===== src/rtl/uart_pkg.sv =====
// Shared definitions for the UART transmitter: shifter states and 8N1 frame constants.
package uart_pkg;

    typedef enum logic [1:0] {
        IDLE  = 2'd0,
        START = 2'd1,
        DATA  = 2'd2,
        STOP  = 2'd3
    } tx_state_e;

    localparam int   DATA_BITS = 8;
    localparam logic START_BIT = 1'b0;
    localparam logic STOP_BIT  = 1'b1;

endpackage


===== src/rtl/uart_baud_gen.sv =====
// Bit-period counter: counts 0..CLKS_PER_BIT-1 while run is high and flags the last
// cycle of each bit period with a registered tick.
module uart_baud_gen #(
    parameter int CLKS_PER_BIT = 50
) (
    input  logic Enable,
    input  logic Reset,
    input  logic run,
    output logic tick
);

    localparam int            CW   = $clog2(CLKS_PER_BIT);
    localparam logic [CW-1:0] LAST = CW'(CLKS_PER_BIT - 1);

    logic [CW-1:0] cnt_r;
    logic [CW-1:0] cnt_s;
    logic          tick_r;

    // next count: held at zero while idle, wraps at each bit boundary
    always_comb begin
        cnt_s = cnt_r;
        if (!run) begin
            cnt_s = '0;
        end else if (cnt_r == LAST) begin
            cnt_s = '0;
        end else begin
            cnt_s = cnt_r + CW'(1);
        end
    end

    // counter and look-ahead tick registers
    always_ff @(posedge Enable) begin
        if (Reset) begin
            cnt_r  <= '0;
            tick_r <= 1'b0;
        end else begin
            cnt_r  <= cnt_s;
            tick_r <= run && (cnt_s == LAST);
        end
    end

    assign tick = tick_r;

endmodule


===== src/rtl/uart_tx.sv =====
// Double-buffered 8N1 UART transmitter: holding register feeding a shifter FSM,
// with every output driven straight from a flop.
module uart_tx import uart_pkg::*; #(
    parameter int CLKS_PER_BIT = 50
) (
    input  logic       Enable,
    input  logic       Reset,
    input  logic       XMitGo,
    input  logic [7:0] TxData,
    output logic       TxEmpty,
    output logic       TxD,
    output logic       Busy
);

    tx_state_e  state_r, state_s;
    logic [7:0] hold_r, hold_s;
    logic [7:0] shift_r, shift_s;
    logic [2:0] bit_idx_r, bit_idx_s;
    logic       tx_empty_r, tx_empty_s;
    logic       txd_r, txd_s;
    logic       busy_r;
    logic       tick_s;
    logic       run_s;
    logic       accept_s;
    logic       load_s;

    assign run_s    = (state_r != IDLE);
    assign accept_s = XMitGo && tx_empty_r;

    uart_baud_gen #(
        .CLKS_PER_BIT (CLKS_PER_BIT)
    ) u_baud (
        .Enable (Enable),
        .Reset  (Reset),
        .run    (run_s),
        .tick   (tick_s)
    );

    // shifter next-state, serial bit and holding-register handshake
    always_comb begin
        state_s    = state_r;
        hold_s     = hold_r;
        shift_s    = shift_r;
        bit_idx_s  = bit_idx_r;
        tx_empty_s = tx_empty_r;
        txd_s      = txd_r;
        load_s     = 1'b0;

        case (state_r)
            IDLE: begin
                if (!tx_empty_r) begin
                    load_s = 1'b1;
                end else begin
                    txd_s = STOP_BIT;
                end
            end
            START: begin
                if (tick_s) begin
                    state_s   = DATA;
                    bit_idx_s = 3'd0;
                    txd_s     = shift_r[0];
                    shift_s   = {1'b0, shift_r[7:1]};
                end else begin
                    txd_s = START_BIT;
                end
            end
            DATA: begin
                if (tick_s && (bit_idx_r == 3'(DATA_BITS - 1))) begin
                    state_s = STOP;
                    txd_s   = STOP_BIT;
                end else if (tick_s) begin
                    bit_idx_s = bit_idx_r + 3'd1;
                    txd_s     = shift_r[0];
                    shift_s   = {1'b0, shift_r[7:1]};
                end else begin
                    txd_s = txd_r;
                end
            end
            STOP: begin
                // a full holding register chains straight into the next start bit
                if (tick_s && !tx_empty_r) begin
                    load_s = 1'b1;
                end else if (tick_s) begin
                    state_s = IDLE;
                    txd_s   = STOP_BIT;
                end else begin
                    txd_s = STOP_BIT;
                end
            end
            default: begin
                state_s = IDLE;
                txd_s   = STOP_BIT;
            end
        endcase

        // a load frees the holding register, so no request can be accepted on the same edge
        if (load_s) begin
            state_s    = START;
            shift_s    = hold_r;
            bit_idx_s  = 3'd0;
            txd_s      = START_BIT;
            tx_empty_s = 1'b1;
        end else if (accept_s) begin
            hold_s     = TxData;
            tx_empty_s = 1'b0;
        end else begin
            hold_s = hold_r;
        end
    end

    // state and output registers; reset aborts any frame and drops a held byte
    always_ff @(posedge Enable) begin
        if (Reset) begin
            state_r    <= IDLE;
            hold_r     <= 8'h00;
            shift_r    <= 8'h00;
            bit_idx_r  <= 3'd0;
            tx_empty_r <= 1'b1;
            txd_r      <= STOP_BIT;
            busy_r     <= 1'b0;
        end else begin
            state_r    <= state_s;
            hold_r     <= hold_s;
            shift_r    <= shift_s;
            bit_idx_r  <= bit_idx_s;
            tx_empty_r <= tx_empty_s;
            txd_r      <= txd_s;
            busy_r     <= (state_s != IDLE);
        end
    end

    assign TxEmpty = tx_empty_r;
    assign TxD     = txd_r;
    assign Busy    = busy_r;

endmodule

===== config.mk =====
export PLATFORM = sky130hd
export DESIGN_NAME = uart_tx
export DESIGN_NICKNAME = d
export VERILOG_FILES = /design/src/rtl/uart_pkg.sv /design/src/rtl/uart_baud_gen.sv /design/src/rtl/uart_tx.sv
export SDC_FILE = /design/constraint.sdc
export NUM_CORES = 1
export LEC_CHECK = 0
export CAP_MARGIN = 20
export CORE_MARGIN = 1
export CORE_UTILIZATION = 43
export DETAILED_ROUTE_END_ITERATION = 7
export DONT_BUFFER_PORTS = 1
export GPL_TIMING_DRIVEN = 1
export PLACE_DENSITY = 0.58
export SYNTH_ARGS = -nofsm -noshare
export SYNTH_HDL_FRONTEND = slang
export SYNTH_SLANG_ARGS = --single-unit
export TNS_END_PERCENT = 5

===== constraint.sdc =====
create_clock -name Enable -period 5.9 [get_ports Enable]
set_clock_uncertainty 0.2 [all_clocks]
set_input_delay 1.77 -clock Enable [delete_from_list [all_inputs] [get_ports Enable]]
set_output_delay 1.77 -clock Enable [all_outputs]
set_load 0.01 [all_outputs]

# After elaboration in Yosys (flattened, before gate mapping)
# Index checks and enable logic that the tools add are counted.
dict set report op_classes {
  eq_ne 13
  mux 26
  add_sub_neg 2
  bitwise_logic 1
  reduce_logical 15
}
# cell n
set ops {}
lappend ops {{2-to-1 mux 8 bit} 3}
lappend ops {{one-hot mux 8 bit (2 select lines)} 1}
lappend ops {{== test 6 bit (second input constant)} 2}
lappend ops {{2-to-1 mux 6 bit} 2}
lappend ops {{2-to-1 mux 2 bit} 5}
lappend ops {{2-to-1 mux 3 bit} 3}
lappend ops {{inequality test 3 bit (second input constant)} 3}
lappend ops {{2-to-1 mux 1 bit} 8}
lappend ops {{adder 6 x 1 -> 6 bit (second input constant)} 1}
lappend ops {{one-hot mux 2 bit (3 select lines)} 1}
lappend ops {{one-hot mux 3 bit (2 select lines)} 1}
lappend ops {{nonzero test 2 bit} 3}
lappend ops {{== test 2 bit (second input constant)} 2}
lappend ops {{logical AND 1 bit} 4}
lappend ops {{inequality test 2 x 1 -> 1 bit (second input constant)} 2}
lappend ops {{inequality test 4 x 3 -> 1 bit (second input constant)} 1}
lappend ops {{one-hot mux 1 bit (4 select lines)} 1}
lappend ops {{AND reduction 2 bit} 2}
lappend ops {{AND reduction 4 bit} 1}
lappend ops {{adder 3 x 1 -> 3 bit (second input constant)} 1}
lappend ops {{== test 3 bit (second input constant)} 1}
lappend ops {{AND reduction 3 bit} 1}
lappend ops {{nonzero test 3 bit} 1}
lappend ops {{== test 2 x 1 -> 1 bit (second input constant)} 1}
lappend ops {{6 further kinds} 6}
dict set report word_totals {
  regBits 31
  wordCells 66
  out_inout_bits 3
}

# Logic depth before layout (Yosys ltp)
dict set report depth {
  depth_word 6
  ltp_mapped 8
  ltp_nobuf 6
}

# Cells and area by module
# From an unflattened synthesis, not the netlist that was laid out.
dict set report hier_totals {
  hier_cells 159
  hier_area_um2 1514.0
}
# module cells_each instances area_each_um2
set by_module_without_submodules {}
lappend by_module_without_submodules {uart_tx 129 1 1206.2}
lappend by_module_without_submodules {uart_baud_gen 30 1 307.8}

# Least setup slack after synthesis
# OpenSTA, ideal clock, no wires.
dict set report synth_timing {
  path_type {input to register}
  from {input port XMitGo}
  to {register hold_r[0]}
  path_buffers 1
  path_slack_ns 3.201
  path_stages 4
  required_time_ns 5.566
  arrival_time_ns 2.365
  path_cell_list {buf_1 nand2_1 nand2_1 a21oi_1}
}
dict set report synth_via {
  elab_chain_cells 2
}
# element line_no
set synth_rtl {}
lappend synth_rtl {{from (decl)} uart_tx.sv:8} ;# input logic XMitGo,
lappend synth_rtl {{logical AND 1 bit} uart_tx.sv:28} ;# assign accept_s = XMitGo && tx_empty_r;
lappend synth_rtl {{AND reduction 2 bit (no source line)} -}
lappend synth_rtl {{to (signal assigned)} uart_tx.sv:123} ;# hold_r <= hold_s;
lappend synth_rtl {{to (decl)} uart_tx.sv:16} ;# logic [7:0] hold_r, hold_s;
# No other way between the ends.
# A chain may end at the register's enable or synchronous reset.

# Final worst setup path
dict set report layout_timing {
  from {register tx_empty_r (netlist: TxEmpty)}
  to {output port TxEmpty}
}
# element line_no
set layout_lines {}
lappend layout_lines {{from (decl)} uart_tx.sv:19} ;# logic tx_empty_r, tx_empty_s;
lappend layout_lines {{from (signal assigned)} uart_tx.sv:126} ;# tx_empty_r <= tx_empty_s;
lappend layout_lines {{to (decl)} uart_tx.sv:10} ;# output logic TxEmpty,
# No word-level cell between the ends.

==> results by group <==
Timing
  – Slew Limit Fails: 0
  – Max-slew headroom: 57.3%
  – Final Hold Viols: 0
  – Achievable Freq: around 0.33 GHz
  – Final Hold Slack: about 0.26 ns
  – Crit share post-route: between 50% and 60%
  – Fin worst setup slack: 2.91 ns
  – Worst slew pin tran: about 0.64 ns
  – Setup Total Neg Slack: 0 ns
  – Final setup violation count: 0
  – Minimum clock period: ~3 ns
  – RSZ-0062 raised after global routing: false

Floorplanning
  – Die Y: approximately 60 microns
  – Initial Util: a little under half
  – Die ar.: between 3000 and 4000 sq um
  – Io pins: 14
  – Die width: 60.1 microns
  – Rows: 20
  – Total core area: 3130 sq um

Yosys
  – Syn Inst Count: ~160
  – Post-synthesis instance area: around 1500 sq um
  – Async set-reset flop share out of synthesis: 0%
  – Mean post-synth cell area: around 9.3 sq um
  – Synth Flop Type: dfxtp_1
  – Synth area leaders: dfxtp_1 43%, ha_1 7.8%, a21oi_1 5.2%
  – Area leader, netlist: dfxtp_1
  – Syn_nets: 177
  – Synthesis Warnings: 0
  – Sequential share of the synthesized area: between 40% and 50%
  – Post-synth EDFFs: 0
  – Seq cells post-synth: 31
  – Yosys top cell area share: a little over two fifths
  – Count of different cell masters after synthesis: 39

Drt
  – Via/cell ratio: between 5 and 6
  – Via count: roughly 1100
  – Overall routed net length: around 2600 microns
  – Per-cell routed wire length: 12.9 microns
  – DRC Markers: 0
  – Post-route ant nets: 0
  – Drt first pass iters: 4
  – Initial DRC count: 70

GRT
  – Tot GR Track Use: around 17%
  – Largest net degree at the start of global routing: 22
  – Vias in the first global route: between 1000 and 1500
  – Total grt overflow: 0
  – First-pass GRT wire length: ~4500 microns
  – Antenna violations before repair: 0

Clock tree
  – Root Driver: clkbuf_4
  – CTS Buf Count: 5
  – CTS Hold Bufs: 0
  – Post-CTS sizing: 0
  – CTS sink cnt: 31
  – Register clock-pin slew on the reported worst setup and hold paths: 0.09 ns
  – CTS tree: built
  – Post-CTS Setup Inserts: 0
  – Clk buf depth: 2
  – H-tree levels: 2
  – Clk Latency, worst-skew pair: 0.33 ns

Placed design
  – GP Congestion: approximately 0.8
  – Post-DP Area: 1440 sq um
  – PortBufs: 0
  – Post-place setup slack: roughly 3.2 ns
  – HPWL after DPL: between 1500 and 2000 microns

Setup path
  – Data arrival, critical path: roughly 1.0 ns
  – Startpoint types: register
  – Setup Crit Path Kind: register to primary output
  – CP Max Fanout: 15
  – CP required: a little under 4 ns
  – CP endpoint kind: primary output

Run
  – Maximum capacitance violations: 0

Min path
  – Min-delay worst type: register to register

Pwr
  – Maximum vdd ir drop: 0.131 mV
  – Leak: 0.583 nW
  – Pwr Density: between 200 and 300 nW/um^2
  – Tot Pwr: about 0.4 mW

Finish
  – Final net count: between 150 and 200
  – P&R area growth vs syn: 2.24%
  – # fillers: slightly above 300
  – Share of layout cells above drive strength 1: ~6.4%
  – Commonest non-fill, non-tap cell in the layout: dfxtp_1
  – Ant. Diodes: 0
  – Most frequent cells in the layout: 31 x dfxtp_1, 15 x a21oi_1, 14 x nor2_1
  – Finished layout cell area: ~1500 sq um

Status
  – Status: finished, final reports clean
synthesized netlist by cell type, types with 2 or more instances:
cell type and instances:
dfxtp_1 31, a21oi_1 15, nor2_1 14, nand2_1 13, nand3_1 13, ha_1 9
mux2i_1 7, a211oi_1 6, inv_1 5, buf_6 3, nand2b_1 3, a211oi_2 2
a31oi_1 2, buf_1 2, nand4_1 2, nor2b_1 2, nor4b_1 2, o21ai_0 2
o22ai_1 2, or3_1 2, xor2_1 2
flip-flops by register name, summed over array words and instances (netlist names):
name and count:
Busy 1, TxD 1, TxEmpty 1, bit_idx_r 3
hold_r 8, shift_r 8, state_r 2, u_baud.cnt_r 6
u_baud.tick 1
worst min-delay path: stages, from the launching register on:
cell and delay, ns:
dfxtp_1 0.32, nand2_1 0.05, a21oi_1 0.05
per-stage QoR:
stage               util, %  std cells
CTS                    47.5        200
finish                 47.5        200
global route           47.5        200
detailed placement     45.9        192
floorplan                 -        157
global placement       45.9        192
area by class of cell:
type / instances / area [sq um] / area share [%]
multi-input combinational: 112 / 741 / 49.9
sequential: 31 / 621 / 41.8
tap: 44 / 55.1 / 3.71
clock buffer: 7 / 45.0 / 3.03
inverter: 5 / 18.8 / 1.26
clock inverter: 1 / 5.00 / 0.337
metal layers:
metal	up-vias	wire length [microns]	track usage, %
met1	493	1190	21.2
li1	547	-	-
met4	0	68	11.3
met5	-	0	0
met2	38	1170	25.6
met3	7	149	4.55
worst paths after layout:
path,from,end,slack (ns),cells past startpoint
setup / recovery,TxEmpty,TxEmpty,2.91,0
hold / removal,hold_r[0],hold_r[0],0.26,2
setup reg to reg,state_r[0],Busy,3.61,6
hold reg to reg,hold_r[0],hold_r[0],0.26,2
cell families (layout without fill, tap and decap cells):
logic type               count (synthesis)  after routing  synth area share [%]
AO/OA/AOI/OAI                           35             35                  16.1
adder cells (fa/ha/maj)                  9              9                  7.75
XOR/XNOR                                 3              3                  1.81
flip-flops                              31             31                  42.7
multiplexers                             7              7                  4.82
AND/OR/NAND/NOR                         58             58                  20.5
buffers and inverters                   14             13                  6.29
where the power goes:
group,total [mW],switching (mW),internal [mW]
clock network,0.116,0.0695,0.0464
registers,0.235,0.0121,0.223
logic,0.0413,0.0235,0.0178
Note: power is estimated with default switching activity, not from simulation.
